==> config.mk <==
export PLATFORM = sky130hd
export DESIGN_NAME = orange_track_controller
export DESIGN_NICKNAME = d
export VERILOG_FILES = /design/src/rtl/track_pkg.sv /design/src/rtl/sig_edge_detect.sv /design/src/rtl/orange_track_controller.sv
export SDC_FILE = /design/constraint.sdc
export NUM_CORES = 1
export LEC_CHECK = 0
export BUFFER_PORTS_ARGS = -buffer_cell sky130_fd_sc_hd__clkbuf_2
export CORE_ASPECT_RATIO = 0.75
export CORE_UTILIZATION = 55
export CTS_CLUSTER_DIAMETER = 80
export DETAILED_ROUTE_END_ITERATION = 10
export GPL_TIMING_DRIVEN = 1
export PLACE_DENSITY = 0.8
export SYNTH_ARGS = -nofsm -noshare
export SYNTH_HDL_FRONTEND = slang
export SYNTH_HIERARCHICAL = 1
export SYNTH_SLANG_ARGS = --single-unit
==> constraint.sdc <==
create_clock -name clk -period 3.8 [get_ports clk]
set_clock_uncertainty 0.05 [all_clocks]
set_input_delay 0.38 -clock clk [delete_from_list [all_inputs] [get_ports clk]]
set_output_delay 0.38 -clock clk [all_outputs]
set_load 0.02 [all_outputs]
==> src/rtl/track_pkg.sv <==
// rtl/track_pkg.sv - direction/state encodings and tie-break helper for the orange track controller
package track_pkg;

    typedef enum logic [2:0] {
        DIR_NONE   = 3'b000,
        DIR_LEFT   = 3'b001,
        DIR_RIGHT  = 3'b010,
        DIR_CENTER = 3'b011,
        DIR_STOP   = 3'b100
    } dir_e;

    typedef enum logic [2:0] {
        ST_IDLE   = 3'd0,
        ST_SYNC   = 3'd1,
        ST_ACCUM  = 3'd2,
        ST_DECIDE = 3'd3,
        ST_SEND   = 3'd4
    } state_e;

    // Argmax over the three vote counts; ties resolve CENTER, then LEFT, then RIGHT.
    function automatic dir_e pick_dir(input logic [31:0] center,
                                      input logic [31:0] left,
                                      input logic [31:0] right);
        if (center >= left && center >= right) begin
            return DIR_CENTER;
        end else if (left >= right) begin
            return DIR_LEFT;
        end else begin
            return DIR_RIGHT;
        end
    endfunction

endpackage

==> src/rtl/sig_edge_detect.sv <==
// rtl/sig_edge_detect.sv - single-register sampler with a rise or fall pulse output
module sig_edge_detect #(
    parameter bit FALL = 1'b0
) (
    input  logic clk_i,
    input  logic rst_i,
    input  logic sig_i,
    output logic edge_o
);

    logic cur_q;
    logic prev_q;

    // Sample the raw signal once and keep the previous sample for edge comparison
    always_ff @(posedge clk_i or posedge rst_i) begin
        if (rst_i) begin
            cur_q  <= 1'b0;
            prev_q <= 1'b0;
        end else begin
            cur_q  <= sig_i;
            prev_q <= cur_q;
        end
    end

    assign edge_o = FALL ? (prev_q & ~cur_q) : (cur_q & ~prev_q);

endmodule

==> src/rtl/orange_track_controller.sv <==
// rtl/orange_track_controller.sv - per-frame direction voting, persistence filter and command handshake (optional TRACK_TIMEOUT_EN)
module orange_track_controller
    import track_pkg::*;
#(
    parameter int VOTE_W         = 9,
    parameter int MIN_VOTES      = 8,
`ifdef TRACK_TIMEOUT_EN
    parameter int TIMEOUT_FRAMES = 15,
`endif
    parameter int PERSIST        = 2
) (
    input  logic       clk,
    input  logic       reset,
    input  logic       enable,
    input  logic       vsync,
    input  logic       href,
    input  logic       line_detect,
    input  logic [2:0] line_dir,
    output logic       cmd_valid,
    input  logic       cmd_ready,
    output logic [2:0] cmd_dir,
    output logic       frame_done,
    output logic       busy,
    output logic [7:0] drop_count
);

    localparam int PW = $clog2(PERSIST + 1);
    localparam int SW = VOTE_W + 2;
    localparam logic [PW-1:0] PERSIST_V = PW'(PERSIST);

    state_e            state_q, state_d;
    logic              href_fall;
    logic              vsync_rise;
    logic              line_det_q;
    logic [2:0]        line_dir_q;
    logic              vote_left, vote_right, vote_center;
    logic              cnt_clr, cnt_en;
    logic [VOTE_W-1:0] left_q, left_d;
    logic [VOTE_W-1:0] right_q, right_d;
    logic [VOTE_W-1:0] center_q, center_d;
    logic [SW-1:0]     total;
    dir_e              cand;
    dir_e              last_cand_q, last_cand_d;
    logic [PW-1:0]     persist_q, persist_d, persist_step;
    logic              persist_commit;
    logic              commit;
    dir_e              commit_dir;
    dir_e              cmd_dir_q, cmd_dir_d;
    logic [7:0]        drop_q, drop_d;
`ifdef TRACK_TIMEOUT_EN
    localparam int TW = $clog2(TIMEOUT_FRAMES + 1);
    localparam logic [TW-1:0] TIMEOUT_V = TW'(TIMEOUT_FRAMES);
    logic [TW-1:0]     timeout_q, timeout_d;
`endif

    function automatic logic [VOTE_W-1:0] sat_inc(input logic [VOTE_W-1:0] v);
        return (v == '1) ? v : v + 1'b1;
    endfunction

    sig_edge_detect #(.FALL(1'b1)) u_href_edge (
        .clk_i  (clk),
        .rst_i  (reset),
        .sig_i  (href),
        .edge_o (href_fall)
    );

    sig_edge_detect #(.FALL(1'b0)) u_vsync_edge (
        .clk_i  (clk),
        .rst_i  (reset),
        .sig_i  (vsync),
        .edge_o (vsync_rise)
    );

    // Classifier outputs take the same one-register delay as href so they line up with the fall pulse
    always_ff @(posedge clk or posedge reset) begin
        if (reset) begin
            line_det_q <= 1'b0;
            line_dir_q <= 3'b000;
        end else begin
            line_det_q <= line_detect;
            line_dir_q <= line_dir;
        end
    end

    assign vote_left   = href_fall & line_det_q & (line_dir_q == DIR_LEFT);
    assign vote_right  = href_fall & line_det_q & (line_dir_q == DIR_RIGHT);
    assign vote_center = href_fall & line_det_q & (line_dir_q == DIR_CENTER);

    // When counters restart and when a line vote may land; a line ending in DECIDE opens the next frame
    always_comb begin
        cnt_clr = 1'b0;
        cnt_en  = 1'b0;
        case (state_q)
            ST_SYNC: begin
                cnt_clr = vsync_rise;
            end
            ST_ACCUM: begin
                cnt_clr = !vsync_rise && !enable;
                cnt_en  = vsync_rise || enable;
            end
            ST_DECIDE: begin
                cnt_clr = 1'b1;
                cnt_en  = 1'b1;
            end
            ST_SEND: begin
                cnt_clr = vsync_rise;
                cnt_en  = !vsync_rise;
            end
            default: begin
                cnt_clr = 1'b0;
                cnt_en  = 1'b0;
            end
        endcase
    end

    // Saturating vote counters
    always_comb begin
        left_d   = cnt_clr ? '0 : left_q;
        right_d  = cnt_clr ? '0 : right_q;
        center_d = cnt_clr ? '0 : center_q;
        if (cnt_en && vote_left) begin
            left_d = sat_inc(left_d);
        end
        if (cnt_en && vote_right) begin
            right_d = sat_inc(right_d);
        end
        if (cnt_en && vote_center) begin
            center_d = sat_inc(center_d);
        end
    end

    // Frame decision, persistence filter and commit selection evaluated in DECIDE
    always_comb begin
        total = SW'(left_q) + SW'(right_q) + SW'(center_q);
        if (total < SW'(MIN_VOTES)) begin
            cand = DIR_NONE;
        end else begin
            cand = pick_dir(32'(center_q), 32'(left_q), 32'(right_q));
        end

        if (cand == last_cand_q) begin
            persist_step = (persist_q >= PERSIST_V) ? persist_q : persist_q + 1'b1;
        end else begin
            persist_step = PW'(1);
        end
        persist_commit = (persist_step >= PERSIST_V) && (cand != cmd_dir_q);

        last_cand_d = last_cand_q;
        persist_d   = persist_q;
        cmd_dir_d   = cmd_dir_q;
        commit      = 1'b0;
        commit_dir  = cand;
`ifdef TRACK_TIMEOUT_EN
        timeout_d   = timeout_q;
`endif
        if (state_q == ST_DECIDE) begin
`ifdef TRACK_TIMEOUT_EN
            if (cand == DIR_NONE) begin
                // Empty frames hold the last command; STOP fires once when the run reaches the limit
                if (timeout_q != TIMEOUT_V) begin
                    timeout_d = timeout_q + 1'b1;
                    if (timeout_d == TIMEOUT_V && cmd_dir_q != DIR_STOP) begin
                        commit     = 1'b1;
                        commit_dir = DIR_STOP;
                    end
                end
            end else begin
                timeout_d   = '0;
                last_cand_d = cand;
                persist_d   = persist_step;
                commit      = persist_commit;
            end
`else
            last_cand_d = cand;
            persist_d   = persist_step;
            commit      = persist_commit;
`endif
            if (commit) begin
                cmd_dir_d = commit_dir;
            end
        end
    end

    // A frame end while a command is still pending is dropped and counted
    always_comb begin
        drop_d = drop_q;
        if (state_q == ST_SEND && vsync_rise && drop_q != 8'hFF) begin
            drop_d = drop_q + 8'd1;
        end
    end

    // FSM state register
    always_ff @(posedge clk or posedge reset) begin
        if (reset) begin
            state_q <= ST_IDLE;
        end else begin
            state_q <= state_d;
        end
    end

    // FSM next-state logic
    always_comb begin
        state_d = state_q;
        case (state_q)
            ST_IDLE: begin
                if (enable) state_d = ST_SYNC;
            end
            ST_SYNC: begin
                if (vsync_rise)   state_d = ST_ACCUM;
                else if (!enable) state_d = ST_IDLE;
            end
            ST_ACCUM: begin
                if (vsync_rise)   state_d = ST_DECIDE;
                else if (!enable) state_d = ST_IDLE;
            end
            ST_DECIDE: begin
                state_d = commit ? ST_SEND : ST_ACCUM;
            end
            ST_SEND: begin
                if (cmd_ready) state_d = ST_ACCUM;
            end
            default: begin
                state_d = ST_IDLE;
            end
        endcase
    end

    // FSM outputs decoded from the current state
    always_comb begin
        cmd_valid  = (state_q == ST_SEND);
        frame_done = (state_q == ST_DECIDE);
        busy       = (state_q != ST_IDLE);
        cmd_dir    = cmd_dir_q;
        drop_count = drop_q;
    end

    // Datapath registers: vote counters, persistence, committed direction, drop counter
    always_ff @(posedge clk or posedge reset) begin
        if (reset) begin
            left_q      <= '0;
            right_q     <= '0;
            center_q    <= '0;
            last_cand_q <= DIR_NONE;
            persist_q   <= '0;
            cmd_dir_q   <= DIR_NONE;
            drop_q      <= 8'd0;
        end else begin
            left_q      <= left_d;
            right_q     <= right_d;
            center_q    <= center_d;
            last_cand_q <= last_cand_d;
            persist_q   <= persist_d;
            cmd_dir_q   <= cmd_dir_d;
            drop_q      <= drop_d;
        end
    end

`ifdef TRACK_TIMEOUT_EN
    // Consecutive empty-frame counter
    always_ff @(posedge clk or posedge reset) begin
        if (reset) begin
            timeout_q <= '0;
        end else begin
            timeout_q <= timeout_d;
        end
    end
`endif

endmodule

# Yosys cells after proc, flatten, opt, wreduce, memory -nomap -nowiden
# Cells that the tools add are included.
# word_totals
reg_bits	54
output_inout_bits	14
wordCells	90
# op_classes
n_addsub	7
n_lt_le_gt_ge	6
n_eq_ne	15
n_mux	24
n_bitwise	8
n_reduce_logical	16
# ops
operator	n
9-bit two-way mux	9
9-bit by 1-bit adder with 9-bit output (second input constant)	3
9-bit equality test (second input constant)	3
9-bit greater-or-equal comparator	3
3-bit two-way mux	6
3-bit one-hot mux with 5 select lines	1
3-bit by 2-bit equality test with 1-bit output (second input constant)	4
10-bit by 9-bit adder with 11-bit output	1
11-bit by 4-bit less-than comparator with 1-bit output (second input constant)	1
9-bit by 9-bit adder with 10-bit output	1
2-bit two-way mux	5
8-bit by 1-bit adder with 8-bit output (second input constant)	1
1-bit logical AND	8
8-bit inequality test (second input constant)	1
1-bit bitwise AND	6
3-bit by 1-bit equality test with 1-bit output (second input constant)	2
1-bit one-hot mux with 3 select lines	2
2-bit greater-or-equal comparator (second input constant)	2
2-bit AND reduction	2
3-bit equality test	1
3-bit equality test (second input constant)	1
3-bit zero test	1
3-bit inequality test	1
3-bit nonzero test	1
8 further kinds	10

# Depth between registers and ports, before layout
# depth
depth_word	11
depth_mapped	14
mapped_depth_nobuf	13

# Hierarchy
# Netlist, hierarchy kept.
# modules_own_cells
module	instances	cells_per_inst	area_per_inst_um2
orange_track_controller	1	398	3656.0
sig_edge_detect	2	4	67.6

# Worst setup path before layout
# No wires, ideal clock.
# synth_path
path_kind	reg2reg
start	register left_q[2]
end	register persist_q[0]
setup_time_ns	0.135
t_arrival_ns	2.970
required_ns	3.615
setup_slack_ns	0.645
path_stages_with_launch	13
path_buffers	0
period_less_slack_ns	3.155
cell_sequence	dfrtp_1 > inv_1 > fa_1 > inv_1 > ha_1 > nand4_1 > a21oi_1 > or3_1 > a2111oi_0 > nor3_1 > o2111ai_4 > mux2i_1 > a31oi_1
# synth_via
elab_chain_cells	6
elab_cells_between_ends	11
cone_classes	add/sub: 2; order compare: 3; eq/ne: 1; mux: 4; reduce/logical: 1
# synth_lines
element	line	source
from (decl)	orange_track_controller.sv:38	logic [VOTE_W-1:0] left_q, left_d;
from (signal assigned)	orange_track_controller.sv:248	left_q <= left_d;
9-bit by 9-bit adder with 10-bit output, or another cell as far along	orange_track_controller.sv:134	total = SW'(left_q) + SW'(right_q) + SW'(center_q);
10-bit by 9-bit adder with 11-bit output, or another cell as far along	orange_track_controller.sv:134	
11-bit by 4-bit less-than comparator with 1-bit output or 2-bit two-way mux (tied branches)	orange_track_controller.sv:135, track_pkg.sv:24	
2-bit two-way mux *	orange_track_controller.sv:135	if (total < SW'(MIN_VOTES)) begin
3-bit equality test *	orange_track_controller.sv:141	if (cand == last_cand_q) begin
2-bit two-way mux *	orange_track_controller.sv:141	
to (signal assigned)	orange_track_controller.sv:252	persist_q <= persist_d;
to (decl)	orange_track_controller.sv:44	logic [PW-1:0] persist_q, persist_d, persist_step;
# Mark *: on every way between the ends. The rest lies on a longest branch, timed or not.
# A chain may end at the register's enable or synchronous reset.

# Worst setup path after layout
# layout_path
start	register left_q[2]
end	register state_q[2]
# layout_via
elab_chain_cells	11
elab_cells_between_ends	17
cone_classes	add/sub: 2; order compare: 4; eq/ne: 2; mux: 7; reduce/logical: 2
# layout_lines
element	line	source
9-bit by 9-bit adder with 10-bit output, or another cell as far along	orange_track_controller.sv:134	
10-bit by 9-bit adder with 11-bit output, or another cell as far along	orange_track_controller.sv:134	
11-bit by 4-bit less-than comparator with 1-bit output or 2-bit two-way mux (tied branches)	orange_track_controller.sv:135, track_pkg.sv:24	
2-bit two-way mux *	orange_track_controller.sv:135	
3-bit equality test	orange_track_controller.sv:141	
2-bit two-way mux	orange_track_controller.sv:141	
2-bit greater-or-equal comparator	orange_track_controller.sv:146	persist_commit = (persist_step >= PERSIST_V) && (cand != cmd_dir_q);
1-bit logical AND *	orange_track_controller.sv:146	
1-bit two-way mux *	orange_track_controller.sv:156	if (state_q == ST_DECIDE) begin
3-bit two-way mux *	orange_track_controller.sv:217	state_d = commit ? ST_SEND : ST_ACCUM;
3-bit one-hot mux with 5 select lines *	orange_track_controller.sv:204	case (state_q)
to (signal assigned)	orange_track_controller.sv:197	state_q <= state_d;
to (decl)	orange_track_controller.sv:31	state_e state_q, state_d;
# Marks and branches as above.

==> impl_metrics.json <==
{
  "r2r-start": "left_q[2]",
  "worst_pin_slew_ps": 1020,
  "maxSlewViolCount": 0,
  "period_minus_slack_ps": 3450,
  "layout.nets": 485,
  "startpoint_type": "register",
  "ant_nets": 0,
  "dpl.hpwl_um": 6780,
  "setup_viol": 0,
  "grt_use_total_pct": 26.4,
  "grt_pass1_wl_um": 14700,
  "area_growth_pct": 7.85,
  "max-cap-violations": 0,
  "dieArea_um2": 7230,
  "vias_per_cell": 6.11,
  "rows": 25,
  "wirelength_um": 8890,
  "fp.dieH_um": 73.9,
  "synth-simple-area-share_pct": 20.4,
  "ys.flop_type": "dfrtp_1",
  "synth_seq_cells": 52,
  "antenna_found_initial": 0,
  "endpoint_kind": "register",
  "final_layout_size_suffix_gt1_share_pct": 11.0,
  "grt-ovfl-total": 0,
  "vias": 3109,
  "grt_pass1_vias": 2954,
  "synth_compound_area_share_pct": 14.4,
  "routedWlPerCell_um": 17.5,
  "clock_latency_ps": 310,
  "cts_sinks": 52,
  "internal_power_mw": 0.874,
  "vdd_drop_max_uv": 281,
  "hold_viol": 0,
  "synthArstFlopShare_pct": 100,
  "drc": 0,
  "status": "finished, final reports clean",
  "worst-setup-path-type": "reg -> reg",
  "pwr-share-seq_pct": 47.8,
  "path_cells": "inv_1, fa_1, inv_1, ha_1, nand4_1, a21oi_1, or3_1, a2111oi_0, nor3_1, o2111ai_4, mux2i_1, o22ai_1",
  "cts-root-buf": "clkbuf_8",
  "yosys_warnings": 6,
  "place_inst": 500,
  "slowest_delay_ps": 540,
  "drt-initial-drc-count": 443,
  "holdCritStartpoint": "vsync",
  "finalNonFillerCells": 509,
  "fmax_mhz": 290,
  "slew_headroom_pct": 32.0,
  "rsz0062_at_grt": "false",
  "grt_start_max_net_pins": 49,
  "switching_share_pct": 31.9,
  "cts_tree": "done",
  "coreArea_um2": 6470,
  "critPathMostFrequentCell": "inv_1",
  "slowest_stage": "fa_1",
  "seq_area_frac_synth_pct": 34.3,
  "syn_nets": 464,
  "p_comb_share_pct": 21.1,
  "die_x_um": 97.9,
  "syn-instance-count": 406,
  "p_clk_share_pct": 31.1,
  "power_density_nw_per_um2": 314,
  "synth_mux_area_share_pct": 1.72,
  "place.gp.congestion": 0.942,
  "antennaDiodeCount": 0,
  "tns_ps": 0,
  "cp_data_arrival_time_ps": 3590,
  "start_util_pct": 58.6,
  "worstPathRequired_ps": 3950,
  "io_pins": 24,
  "cts_buffers": 5,
  "path_clk_slew_ps": 100,
  "period_share_pct": 90.7,
  "cts_max_path_buffers": 2,
  "leakage_nw": 1.94,
  "synth.distinct_cells": 63,
  "synth_edf_count": 0,
  "crit_fanout": 6,
  "startpoint": "left_q[2]",
  "io_buffer_count": 22,
  "synth_xor_area_share_pct": 6.47,
  "synth_fa_ha_area_share_pct": 17.4,
  "cts_setup_buffers": 0,
  "min-delay-path-class": "in -> reg",
  "switching_power_mw": 0.410,
  "syn-cell-area_um2": 3790,
  "dr.pass1.iters": 5,
  "cts-htree-levels": 2,
  "synth_top_family_by_area": "simple AND/OR/NAND/NOR gates",
  "synth.avg_cell_area_um2": 9.34
}
[cell usage after synthesis, types with 3 or more instances]
library cell  number  area share (%)
dfrtp_1           52              34
nor2_1            43             4.3
ha_1              40              13
inv_1             37             3.7
nand2_1           24             2.4
nand4_1           17             2.8
xnor2_1           16             3.7
o21ai_0           15             2.0
nand3_1           14             1.8
xor2_1            12             2.8
a21oi_1            9             1.2
clkbuf_1           9            0.89
nor3_1             9             1.2
fa_1               8             4.2
nor2b_1            5            0.83
or3_1              5            0.83
a2111oi_0          4            0.92
a31oi_1            4            0.66
and3_1             4            0.66
mux2_2             4             1.2
nand2b_1           4            0.66
nor4_1             4            0.66
o21a_1             4            0.79
a211oi_1           3            0.59
a21o_1             3            0.59
a22o_1             3            0.69
o211ai_1           3            0.59
o2bb2ai_1          3            0.69
or2_2              3            0.50
[power groups by stage]
stage,Sequential (mW),Combinational (mW),Clock [mW]
2_1_floorplan,0.607,0.209,0
3_3_place_gp,0.622,0.257,0
3_5_place_dp,0.622,0.266,0
4_1_cts,0.613,0.269,0.405
5_1_grt,0.621,0.297,0.426
6_report,0.614,0.270,0.399
[final timing paths]
path | end | slack [ps] | depth (start not counted)
setup reg to reg | state_q[2] | 350 | 12
hold / removal | u_vsync_edge/cur_q | 110 | 1
setup / recovery | state_q[2] | 350 | 12
hold reg to reg | u_vsync_edge/prev_q | 340 | 0
min in group asynchronous | u_vsync_edge/cur_q | 410 | 3
max in group asynchronous | drop_count[3] | 2260 | 3
[metrics by stage]
step	util, %	hold WS (ps)	worst slack [ps]	instance area, µm²	total power [mW]
floorplan	-	71.2	645	3790	0.816
global placement	61.3	194	505	3970	0.879
detailed placement	61.3	205	351	3970	0.889
CTS	63.1	111	346	4090	1.29
global route	63.1	102	108	4090	1.34
finish	63.1	114	354	4090	1.28
[sequential cells by signal, summed over array words and instances (netlist names), 2 cells and up]
signal       count
drop_count       8
persist_q        2
last_cand_q      2
cmd_dir          2
left_q           9
state_q          3
center_q         9
right_q          9
line_dir_q       3
[cell usage in the layout (no fill, tap or decap), drive strengths merged, types with 5 or more instances in the layout]
| cell type | count |
|---|---|
| inv | 38 |
| o21ai | 16 |
| ha | 40 |
| nand4 | 17 |
| fa | 8 |
| xor2 | 12 |
| nand2 | 24 |
| a21oi | 10 |
| xnor2 | 16 |
| dfrtp | 52 |
| nor2b | 7 |
| nor2 | 43 |
| nor3 | 9 |
| clkbuf | 28 |
| or3 | 5 |
| nand3 | 14 |
[worst max-delay path, delay by kind of cell (launching register included)]
family          cells  cell delay (ps)
compound gates      4              910
fa+ha+maj           2              840
flops               1              430
buf+inv             2              170
mux                 1              290
simple gates        3              630
[per-layer routing]
metal  GRT usage (%)  vias to the layer above  share of wire, %
li1                -                     1486                 -
met1            38.6                     1464                46
met2            39.5                      144                43
met3            5.52                       15               9.3
met4            8.59                        0               1.4
met5               0                        -                 0
[repair_timing]
item,CTS,global route
hold buffers,1,0
hold endpoints to repair,4,0
gates resized for setup,0,0
[final cells by class]
cell class              instances  area [µm²]
clock buffers                   6        72.6
clock inverters                 2        38.8
fillers                       534        2390
inverters                      37         139
multi-input cells             305        2290
flip-flops and latches         52        1300
well taps                      81         101
repair buffers                 26         143
[cells by family after synthesis]
group | Yosys count
compound gates | 74
xor+xnor | 28
fa+ha+maj | 48
buf+inv | 49
flops | 52
mux | 6
other cells | 1
simple gates | 148
Note: power is estimated with default switching activity, not from simulation.
